## src/rtl/kamikaze_operand_fetch.sv

```systemverilog
// Operand fetch stage: resolves source operands with writeback bypass, tracks
// in-flight destination writes in a scoreboard and hands operands to execute.
module kamikaze_operand_fetch (
  input  logic        clk_i,
  input  logic        rst_n_i,
  input  logic        id_valid_i,
  output logic        id_ready_o,
  input  logic [4:0]  id_rs1_i,
  input  logic [4:0]  id_rs2_i,
  input  logic [4:0]  id_rd_i,
  input  logic        id_rd_we_i,
  output logic [4:0]  rf_raddr1_o,
  output logic [4:0]  rf_raddr2_o,
  input  logic [31:0] rf_rdata1_i,
  input  logic [31:0] rf_rdata2_i,
  input  logic        wb_valid_i,
  input  logic [4:0]  wb_addr_i,
  input  logic [31:0] wb_data_i,
  input  logic        flush_i,
  output logic        ex_valid_o,
  input  logic        ex_ready_i,
  output logic [31:0] ex_rs1_data_o,
  output logic [31:0] ex_rs2_data_o,
  output logic [4:0]  ex_rd_o,
  output logic        ex_rd_we_o,
  output logic [15:0] stall_cnt_o
);

  localparam int unsigned XLEN = 32;
  localparam int unsigned AW   = 5;
  localparam int unsigned NREG = 32;
  localparam int unsigned CW   = 16;

  logic [NREG-1:0] r_sb;
  logic [NREG-1:0] w_sb_nxt;
  logic            r_ex_valid;
  logic [XLEN-1:0] r_ex_rs1_data;
  logic [XLEN-1:0] r_ex_rs2_data;
  logic [AW-1:0]   r_ex_rd;
  logic            r_ex_rd_we;
  logic [CW-1:0]   r_stall_cnt;

  logic            w_wb_hit1;
  logic            w_wb_hit2;
  logic            w_wb_hit_rd;
  logic            w_raw1;
  logic            w_raw2;
  logic            w_waw;
  logic            w_hazard;
  logic            w_ex_free;
  logic            w_ready;
  logic            w_accept;
  logic            w_set;
  logic            w_flush_clr;
  logic [XLEN-1:0] w_rs1_data;
  logic [XLEN-1:0] w_rs2_data;

  assign rf_raddr1_o = id_rs1_i;
  assign rf_raddr2_o = id_rs2_i;

  // Writeback matches on each operand and on the destination
  assign w_wb_hit1   = wb_valid_i && (wb_addr_i == id_rs1_i);
  assign w_wb_hit2   = wb_valid_i && (wb_addr_i == id_rs2_i);
  assign w_wb_hit_rd = wb_valid_i && (wb_addr_i == id_rd_i);

  // x0 reads as zero; a same-cycle writeback wins over the register file
  always_comb begin
    w_rs1_data = rf_rdata1_i;
    w_rs2_data = rf_rdata2_i;
    if (w_wb_hit1) w_rs1_data = wb_data_i;
    if (w_wb_hit2) w_rs2_data = wb_data_i;
    if (id_rs1_i == '0) w_rs1_data = '0;
    if (id_rs2_i == '0) w_rs2_data = '0;
  end

  assign w_raw1   = (id_rs1_i != '0) && r_sb[id_rs1_i] && !w_wb_hit1;
  assign w_raw2   = (id_rs2_i != '0) && r_sb[id_rs2_i] && !w_wb_hit2;
  assign w_waw    = id_rd_we_i && (id_rd_i != '0) && r_sb[id_rd_i] && !w_wb_hit_rd;
  assign w_hazard = id_valid_i && (w_raw1 || w_raw2 || w_waw);

  assign w_ex_free  = !r_ex_valid || ex_ready_i;
  assign w_ready    = !w_hazard && !flush_i && w_ex_free;
  assign w_accept   = id_valid_i && w_ready;
  assign id_ready_o = w_ready;

  assign w_set       = w_accept && id_rd_we_i && (id_rd_i != '0);
  assign w_flush_clr = flush_i && r_ex_valid && r_ex_rd_we &&
                       !(w_set && (id_rd_i == r_ex_rd));

  // Scoreboard update: clears first so a same-bit set takes priority
  always_comb begin
    w_sb_nxt = r_sb;
    if (wb_valid_i)  w_sb_nxt[wb_addr_i] = 1'b0;
    if (w_flush_clr) w_sb_nxt[r_ex_rd]   = 1'b0;
    if (w_set)       w_sb_nxt[id_rd_i]   = 1'b1;
    w_sb_nxt[0] = 1'b0;
  end

  always_ff @(posedge clk_i or negedge rst_n_i) begin
    if (!rst_n_i) begin
      r_sb <= '0;
    end else begin
      r_sb <= w_sb_nxt;
    end
  end

  // Execute-side pipeline register; payload holds while stalled or flushed
  always_ff @(posedge clk_i or negedge rst_n_i) begin
    if (!rst_n_i) begin
      r_ex_valid    <= 1'b0;
      r_ex_rs1_data <= '0;
      r_ex_rs2_data <= '0;
      r_ex_rd       <= '0;
      r_ex_rd_we    <= 1'b0;
    end else if (flush_i) begin
      r_ex_valid <= 1'b0;
    end else if (w_accept) begin
      r_ex_valid    <= 1'b1;
      r_ex_rs1_data <= w_rs1_data;
      r_ex_rs2_data <= w_rs2_data;
      r_ex_rd       <= id_rd_i;
      r_ex_rd_we    <= id_rd_we_i;
    end else if (r_ex_valid && ex_ready_i) begin
      r_ex_valid <= 1'b0;
    end
  end

  // Saturating hazard stall counter
  always_ff @(posedge clk_i or negedge rst_n_i) begin
    if (!rst_n_i) begin
      r_stall_cnt <= '0;
    end else if (w_hazard && (r_stall_cnt != '1)) begin
      r_stall_cnt <= r_stall_cnt + CW'(1);
    end
  end

  assign ex_valid_o    = r_ex_valid;
  assign ex_rs1_data_o = r_ex_rs1_data;
  assign ex_rs2_data_o = r_ex_rs2_data;
  assign ex_rd_o       = r_ex_rd;
  assign ex_rd_we_o    = r_ex_rd_we;
  assign stall_cnt_o   = r_stall_cnt;

endmodule

```

## config.mk

```make
export PLATFORM = sky130hd
export DESIGN_NAME = kamikaze_operand_fetch
export DESIGN_NICKNAME = d
export VERILOG_FILES = /design/src/rtl/kamikaze_operand_fetch.sv
export SDC_FILE = /design/constraint.sdc
export NUM_CORES = 1
export LEC_CHECK = 0
export CORE_MARGIN = 2
export CORE_UTILIZATION = 51
export DETAILED_ROUTE_END_ITERATION = 8
export PLACE_DENSITY = 0.87
export REMOVE_ABC_BUFFERS = 1
export SLEW_MARGIN = 20
export SYNTH_ARGS = -nofsm -noshare
export SYNTH_HDL_FRONTEND = slang
export SYNTH_SLANG_ARGS = --single-unit
```

## constraint.sdc

```tcl
create_clock -name clk_i -period 11.2 [get_ports clk_i]
set_input_delay 2.24 -clock clk_i [delete_from_list [all_inputs] [get_ports clk_i]]
set_output_delay 2.24 -clock clk_i [all_outputs]
set_load 0.005 [all_outputs]
```

### Word level (Yosys, flattened, before mapping)

Index checks and enable logic that the tools add are counted.

* reductions and logical operators: 42
* add/sub/neg operators: 1
* multiplexer cells: 22
* divide/modulo/power cells: 0
* bitwise logic cells: 6
* multiply operators: 0
* equal/unequal tests: 5
* order comparisons: 8
* shift operators: 0

Operators by type and width (number)
* 32-bit two-way mux: 7
* 32-bit bitwise AND: 2
* 32-bit inverter: 2
* 32-bit OR: 1
* 5-bit by 6-bit < comparator with 1-bit output (second input constant): 5
* 1-bit logical AND: 25
* 5-bit == test: 4
* 16-bit by 1-bit adder with 16-bit output (second input constant): 1
* 16-bit != test (second input constant): 1
* 1-bit binary-select mux with 5-bit select: 3
* 1-bit demux with 5-bit select: 3
* 5-bit by 1-bit >= comparator with 1-bit output (second input constant): 3
* 5-bit nonzero test: 3
* 5-bit logical NOT: 2
* 1-bit two-way mux: 9
* 1-bit logical NOT: 7
* 1-bit logical OR: 3
* 3-bit nonzero test: 1
* 2-bit AND reduction: 1
* 1-bit inverter: 1

* latch bits: 0
* RAM bits: 0
* memories: 0
* register bits after elaboration: 118
* ROM bits: 0

### Longest topological paths before layout

Gate-level depths: netlist of the first run.

* depth after elaboration: 19
* depth in mapped cells: 11
* depth with buffers taken out: 8

### Least setup slack after synthesis of the first run

No wires, ideal clock.

* path kind: input to output
* from: input id_rs2_i[0]
* to: output id_ready_o
* data arrival time: 4.580 ns
* cell stages on the path: 9
* path slack: 4.380 ns
* data required time: 8.960 ns
* cells stage by stage: buf_2 -> mux4_2 -> mux2_2 -> a221oi_1 -> o21a_1 -> a311oi_2 -> o31ai_2 -> clkbuf_1 -> and2_1

* cells in the longest elaborated chain, start to end: 10
* elaborated cells on any way between the ends: 14

Ends and longest elaborated chain
* start, declared: line 9 `input logic [4:0] id_rs2_i,`
* 1-bit binary-select mux with 5-bit select / 5-bit == test (equally long branches): line 77, 63
* 1-bit two-way mux (implied by the code) / 1-bit logical AND (equally long branches): line 77, 63
* 1-bit logical AND / 1-bit logical NOT (equally long branches): line 77 `assign w_raw2 = (id_rs2_i != '0) && r_sb[id_rs2_i] && !w_wb_hit2;`
* 1-bit logical AND *: line 77
* 1-bit logical OR * (2 in series): line 79 `assign w_hazard = id_valid_i && (w_raw1 || w_raw2 || w_waw);`
* 1-bit logical AND *: line 79
* 1-bit logical NOT *: line 82 `assign w_ready = !w_hazard && !flush_i && w_ex_free;`
* 1-bit logical AND * (2 in series): line 82
* end, declared: line 7 `output logic id_ready_o,`

Mark *: on every way between the ends. The rest lies on a longest branch, timed or not. The select of a mux whose other input is x is not followed.

### Worst setup path in the final report of the first run

* from: input id_rs1_i[1]
* to: output id_ready_o

* cells in the longest elaborated chain, start to end: 10
* elaborated cells on any way between the ends: 14

Ends and longest elaborated chain
* start, declared: line 8 `input logic [4:0] id_rs1_i,`
* 1-bit binary-select mux with 5-bit select / 5-bit == test (equally long branches): line 76, 62
* 1-bit two-way mux (implied by the code) / 1-bit logical AND (equally long branches): line 76, 62
* 1-bit logical AND / 1-bit logical NOT (equally long branches): line 76 `assign w_raw1 = (id_rs1_i != '0) && r_sb[id_rs1_i] && !w_wb_hit1;`
* 1-bit logical AND *: line 76
* 1-bit logical OR * (2 in series): line 79
* 1-bit logical AND *: line 79
* 1-bit logical NOT *: line 82
* 1-bit logical AND * (2 in series): line 82

Marks and branches as above.

==> impl_results.md, run 1 <==
* Number of enable-type register cells in the synthesized netlist at 0
* Net total in the final layout at ~960
* Max cap viols at 0
* Gates resized, CTS repair at 0
* Category of cells accounting for the largest share of critical-path delay: simple AND/OR/NAND/NOR gates
* Die span in x at 121 um
* Part of the Yosys area used for sequential elements at between 40% and 50%
* Biggest cell delay along the critical path at 1.00 ns
* Buf/Inv on CP at 2
* Number of buffers inserted by port buffering at 220
* Worst Setup End Kind: primary output
* Buffer depth of the longest clock path at 2
* RSZ-0062 raised after global routing: false
* Final hold viol count at 0
* Most common flop cell mapped by yosys: dfrtp_1
* Number of fillers in the final layout at 949
* Vias per cell at ~6.4
* Clock tree from TritonCTS: built
* Antenna-violating nets left at 0
* Library cell occupying the most area in the post-synthesis netlist: dfrtp_1
* Total congestion overflow after global routing at 0
* Placed wire-length estimate at 17.4 mm
* Vias after detailed routing at 6569
* Worst slew margin relative to its limit at about a quarter
* Global-route total usage across every layer at about a third
* Count of buffers added by post-CTS timing repair for setup at 0
* Cts bufs inserted at 17
* Required @ worst endpoint at 8.96 ns
* Share of cells above drive strength 1 at ~9%
* Sequential cell area at 2950 um^2
* I/O pins at ~220
* Portion of synthesized cell area occupied by the leading cell type at 42.1%
* Slew Limit Fails at 0
* Synth cell types at 48
* Number of cells produced by synthesis at 653
* Antenna violations before repair at 0
* Power per cell area at 162 nW/um^2
* Highest-delay cell along the critical path: and3_2
* Max Fclk at 115 MHz
* Via count of the first global-routing pass at 6615
* DR iter-0 viols at between 500 and 600
* Synth Area per Inst at about 11 um^2
* Worst min path class: reg -> reg
* Total number of placement rows at 42
* Final-report setup violation count at 0
* Area added between synthesis and finish at 39.7%
* Status: finished, final reports clean
* Maximum net fanout on the critical path at 33
* Sink count of the clock tree at 118
* Core outline area at 13300 um^2
* Chain of cells forming the critical path: clkdlybuf4s50_1 -> xor2_1 -> nor4_1 -> and3_2 -> a311oi_1 -> and3_1 -> o31ai_2 -> and2_1 -> clkdlybuf4s50_1
* Minimum clock period at 8.70 ns
* Later-pin clock latency in the skew report at ~0.42 ns
* Async SR Flop Fraction at 100%
* Root cell of the clock tree: clkbuf_16
* Pleak at 3.75 nW
* DRC violation count after routing at 0
* Peak supply drop at 0.0975 mV
* Multi-input logic area at 3760 um^2
* YS warnings at 0
* Average detailed-routed wire length per instance at 24.2 um
* Share of the cycle needed by the critical path after routing at 77.7%
* Critical path class: in -> out
* Total of hold buffers inserted after clock tree synthesis at 0
* DR pass1 iterations at 5
* Aggregate negative setup slack at 0 ns
* Most repeated library cell on the critical path: clkdlybuf4s50_1
* Die outline area at around 15000 um^2
* Wire length of the first global-routing pass at 37.2 mm
* Main area contributors after synthesis: dfrtp_1, mux2i_1, o31ai_1
* Wire length reported by the detailed router at 24.8 mm
* Register bit total from synthesis at between 100 and 150
* Global placement routability congestion at 0.981
* Final Power at 1.59 mW
* WP data arrival at ~6.5 ns
* Initial standard-cell utilization of the core at 52.5%
* Clock-pin slew on the worst setup and hold paths at approximately 0.05 ns
* H-tree level count at 4
* Kind of start point of the critical path: primary input
* Synthesized cell area at between 7000 and 8000 um^2
* Die span in y at ~120 um
* Diodes inserted at 0
* Clock Skew at 0.0116 ns
* Worst-Margin Slew at 1.15 ns
* Largest net degree at the start of global routing at around 70
-- path summary, 6_finish.rpt --
check | end | slack [ns] | start | cells after the start
min reg2reg | ex_rs1_data_o[31]$_DFFE_PN0P_ | 0.48 | ex_rs1_data_o[31]$_DFFE_PN0P_ | 2
min in group asynchronous | ex_rs1_data_o[25]$_DFFE_PN0P_ | 1.89 | rst_n_i | 1
max | id_ready_o | 2.50 | id_rs1_i[1] | 9
min | ex_rs1_data_o[31]$_DFFE_PN0P_ | 0.48 | ex_rs1_data_o[31]$_DFFE_PN0P_ | 2
max in group asynchronous | r_sb[27]$_DFF_PN0_ | 8.01 | rst_n_i | 2
max reg2reg | r_sb[26]$_DFF_PN0_ | 7.17 | r_sb[13]$_DFF_PN0_ | 10
-- final cells by class --
cell class                 instances  area share (%)
multi-input combinational        468            38.4
tap                              176            2.25
timing repair buffer             226            22.9
sequential                       118            30.2
clock inverter                     9            1.29
clock buffer                      22            4.74
inverter                           6           0.230
-- placed cells by master, fill, tap and decap left out, drive strengths merged, types with 5 or more instances in the layout --
master / Yosys / routed
buf: 26 / 7
clkbuf: 35 / 22
clkdlybuf4s50: 0 / 219
clkinv: 0 / 5
dfrtp: 118 / 118
inv: 6 / 6
mux2: 10 / 10
mux2i: 87 / 87
mux4: 14 / 14
nand2: 19 / 19
nand2b: 70 / 70
nand3: 14 / 14
nand3b: 9 / 9
nand4: 5 / 5
nor2: 16 / 16
nor2b: 5 / 5
nor3: 9 / 9
o21ai: 18 / 18
o221ai: 31 / 31
o31ai: 80 / 80
or3: 6 / 6
or3b: 5 / 5
xor2: 26 / 26
-- registers in the layout, summed over array words and instances, names as in the netlist --
| register | flops |
|---|---|
| ex_rs1_data_o | 32 |
| ex_rs2_data_o | 32 |
| r_sb | 31 |
| stall_cnt_o | 16 |
| ex_rd_o | 5 |
| ex_rd_we_o | 1 |
| ex_valid_o | 1 |
-- power breakdown --
| part | internal [mW] | switching [mW] | total [mW] |
|---|---|---|---|
| sequential | 0.514 | 0.0813 | 0.596 |
| clock | 0.359 | 0.188 | 0.547 |
| combinational | 0.261 | 0.181 | 0.442 |
-- synth_stat cells, types with 2 or more instances --
cell type / count
dfrtp_1: 118
mux2i_1: 87
o31ai_1: 79
nand2b_1: 70
clkbuf_1: 35
o221ai_1: 31
xor2_1: 26
nand2_1: 19
o21ai_0: 18
nor2_1: 16
buf_2: 15
mux4_2: 14
nand3_1: 14
buf_4: 10
mux2_2: 10
nand3b_1: 9
nor3_1: 9
or3_1: 6
inv_1: 5
nand4_1: 5
nor2b_1: 5
or3b_2: 5
and3_1: 4
nor3b_1: 4
nor4b_1: 4
o22ai_1: 4
nor4_1: 3
or2_2: 3
xnor2_1: 3
a22oi_1: 2
a311oi_1: 2
o41ai_1: 2
-- kinds of logic (layout without fill, tap and decap cells) --
group                      after synthesis  count (layout)  share of synthesized area, %
AOI/OAI and AO/OA                      147             147                          15.9
xor gates and xnor gates                29              29                          3.63
adders and majority gates                1               1                         0.179
buffers and inverters                   67             263                          4.39
DFF                                    118             118                          42.1
muxes                                  111             111                          18.5
and+or+nand+nor                        180             180                          15.3
-- routing by layer --
layer  up-vias  track usage [%]  wire length (um)
li1       2838                -                 -
met3        93             8.13              2290
met1      3244             40.8              9130
met5         -                0                 0
met2       394             55.3             12200
met4         0             18.0              1170
-- worst min-delay path, stage by stage, from the launching register on --
cell and delay (ns):
dfrtp_1 0.33, nand2b_1 0.06, o31ai_1 0.06
-- through the flow --
stage	instance area (um^2)	hold slack, ns	instances	utilization [%]	setup WS (ns)
after floorplan	6720	0.477	592	-	2.85
after global placement	9200	0.468	994	68.9	2.63
after detailed placement	9200	0.472	994	68.9	2.52
after CTS	9790	0.486	1025	73.3	2.51
after global routing	9790	0.502	1025	73.3	2.30
final	9790	0.484	1025	73.3	2.50
No activity file was read; power rests on OpenSTA's default activity.
==> run 2, diff against run 1 <==
CORE_UTILIZATION = 43   (was 51)
PLACE_DENSITY = 0.78   (was 0.87)
clock period = 8 ns   (was 11.2 ns; I/O delays follow)
==> impl_results.md, run 2 (synthesis results as in run 1) <==
* Net total in the final layout at 963 (was 961)
* Power per cell area at 227 nW/um^2 (was 162 nW/um^2)
* Most common cell after layout, fill and taps aside: clkdlybuf4s50_1 (unchanged)
* Placed wire-length estimate at 16.2 mm (was 17.4 mm)
* Die span in x at 132 um (was 121 um)
* Share of cells above drive strength 1 at 9.51% (was 8.83%)
* Biggest cell delay along the critical path at 1.17 ns (was 1.00 ns)
* Number of standard cells in the final layout excluding fillers at 1068 (was 1025)
* Total congestion overflow after global routing at 0 (unchanged)
* Sequential cell area at 2950 um^2 (unchanged)
* Post-Place Setup Slack at 1.29 ns (was 2.52 ns)
* Most repeated library cell on the critical path: clkdlybuf4s50_1 (unchanged)
* H-tree level count at 4 (unchanged)
* Required @ worst endpoint at 6.40 ns (was 8.96 ns)
* Later-pin clock latency in the skew report at 0.43 ns (was 0.42 ns)
* Via count of the first global-routing pass at 6506 (was 6615)
* Initial standard-cell utilization of the core at 44.1% (was 52.5%)
* Vias after detailed routing at 6390 (was 6569)
* Peak supply drop at 0.155 mV (was 0.0975 mV)
* Final hold viol count at 0 (unchanged)
* Final Power at 2.25 mW (was 1.59 mW)
* Chain of cells forming the critical path: clkdlybuf4s50_1 -> mux4_2 -> nor3b_1 -> a31oi_1 -> and4b_1 -> a311oi_1 -> o31ai_2 -> buf_4 -> and2_1 -> clkdlybuf4s50_1 (was clkdlybuf4s50_1 -> xor2_1 -> nor4_1 -> and3_2 -> a311oi_1 -> and3_1 -> o31ai_2 -> and2_1 -> clkdlybuf4s50_1)
* Global placement routability congestion at 0.985 (was 0.981)
* Category of cells accounting for the largest share of critical-path delay: buffers and inverters (was simple AND/OR/NAND/NOR gates)
* Aggregate negative setup slack at 0 ns (unchanged)
* Largest net degree at the start of global routing at 73 (was 69)
* Final-report setup violation count at 0 (unchanged)
* Status: finished, final reports clean (unchanged)
* Sink count of the clock tree at 118 (unchanged)
* Critical path class: in -> out (unchanged)
* Max Fclk at 149 MHz
* Wire length of the first global-routing pass at 37.1 mm (was 37.2 mm)
* Highest-delay cell along the critical path: clkdlybuf4s50_1 (was and3_2)
* Root cell of the clock tree: clkbuf_16 (unchanged)
* Total of hold buffers inserted after clock tree synthesis at 0 (unchanged)
* Count of buffers added by post-CTS timing repair for setup at 0 (unchanged)
* Placed Instances at 1036 (was 994)
* Clock tree from TritonCTS: built (unchanged)
* Total number of placement rows at 46 (was 42)
* Antenna violations before repair at 0 (unchanged)
* Worst slew margin relative to its limit at 28.2% (was 23.3%)
* Clock-pin slew on the worst setup and hold paths at 0.05 ns (about the same)
* Gates resized, CTS repair at 0 (unchanged)
* Kind of start point of the critical path: primary input (unchanged)
* Diodes inserted at 0 (unchanged)
* Cts bufs inserted at 17 (unchanged)
* Wire length reported by the detailed router at 23.6 mm (was 24.8 mm)
* Setup ws final at 1.27 ns (was 2.50 ns)
* Minimum clock period at 6.73 ns
* Buffer depth of the longest clock path at 2 (unchanged)
* Buf/Inv on CP at 3 (was 2)
* RSZ-0062 raised after global routing: false (unchanged)
* DR iter-0 viols at 555 (was 549)
* Average detailed-routed wire length per instance at 22.1 um (was 24.2 um)
* Maximum net fanout on the critical path at 21 (was 33)
* Number of fillers in the final layout at 1303 (was 949)
* Clock Skew at 0.00650 ns (was 0.0116 ns)
* Worst min path class: reg -> reg (unchanged)
* DRC violation count after routing at 0 (unchanged)
* Worst-Margin Slew at 1.08 ns (was 1.15 ns)
* Antenna-violating nets left at 0 (unchanged)
* Die span in y at 132 um (was 121 um)
* Share of the cycle needed by the critical path after routing at roughly 84%
* Multi-input logic area at 3760 um^2 (unchanged)
* Core outline area at 15900 um^2 (was 13300 um^2)
* Die outline area at 17300 um^2 (was 14700 um^2)
* Max cap viols at 0 (unchanged)
* Share of the core filled with cells at 62.3% (was 73.3%)
* I/O pins at 221 (unchanged)
* Slew Limit Fails at 0 (unchanged)
* Commonest non-fill, non-tap cells in the layout: clkdlybuf4s50_1, dfrtp_1, mux2i_1, o31ai_1, nand2b_1 (unchanged)
* Vias per cell at 5.98 (was 6.41)
* WP data arrival at 5.13 ns (was 6.46 ns)
* Area added between synthesis and finish at 41.1% (was 39.7%)
* Number of buffers inserted by port buffering at 220 (unchanged)
* DR pass1 iterations at 5 (unchanged)
* Global-route total usage across every layer at 27.4% (was 33.6%)
* Worst Setup End Kind: primary output (unchanged)
* Pleak at 3.78 nW (was 3.75 nW)
run 2: cell types whose count changed in the layout (fill, tap and decap cells not counted):
cell,before,now
buf_4,7,9
clkbuf_1,3,0
clkbuf_8,2,4
clkinv_2,4,3
clkinv_4,1,2
clkinvlp_4,1,2
inv_6,0,1
run 2: worst paths after layout:
kind / to / slack (ns) / cells past startpoint / from
max in group asynchronous: ex_rs1_data_o[15]$_DFFE_PN0P_ / 5.51 / 2 / rst_n_i
min in group asynchronous: stall_cnt_o[3]$_DFFE_PN0P_ / 1.23 / 1 / rst_n_i
setup / recovery: id_ready_o / 1.27 / 10 / id_rd_i[0]
hold / removal: ex_rs2_data_o[3]$_DFFE_PN0P_ / 0.48 / 2 / ex_rs2_data_o[3]$_DFFE_PN0P_
hold reg to reg: ex_rs2_data_o[3]$_DFFE_PN0P_ / 0.48 / 2 / ex_rs2_data_o[3]$_DFFE_PN0P_
setup reg to reg: r_sb[7]$_DFF_PN0_ / 4.41 / 9 / r_sb[13]$_DFF_PN0_
run 2: through the flow:
step                hold WS (ns)  cell area, um^2
floorplan                  0.477             6720
global placement           0.467             9260
detailed placement         0.472             9260
CTS                        0.486             9890
global route               0.503             9890
finish                     0.481             9890
run 2: tightest hold or removal path: cells and delay by family, from the launching register on:
| family | cells | cell delay [ns] |
|---|---|---|
| flops | 1 | 0.34 |
| simple gates | 1 | 0.06 |
| compound gates | 1 | 0.05 |
run 2: report_power, final:
group	leakage, nW	total (mW)	internal (mW)	switching (mW)
sequential	1.52	0.829	0.720	0.109
clock	0.305	0.812	0.523	0.290
combinational	1.96	0.609	0.366	0.242
run 2: final cells by class:
class                   instances  share of cell area [%]
well taps                     216                    2.73
multi-input cells             468                    38.0
clock buffers                  21                    4.86
flip-flops and latches        118                    29.9
repair buffers                228                    22.8
inverters                       6                   0.228
clock inverters                11                    1.48
run 2: per-layer routing:
layer | GRT usage (%) | wire (um)
met1 | 34.4 | 9530
met2 | 44.3 | 11300
met3 | 7.29 | 2020
met4 | 12.1 | 771
met5 | 0 | 0
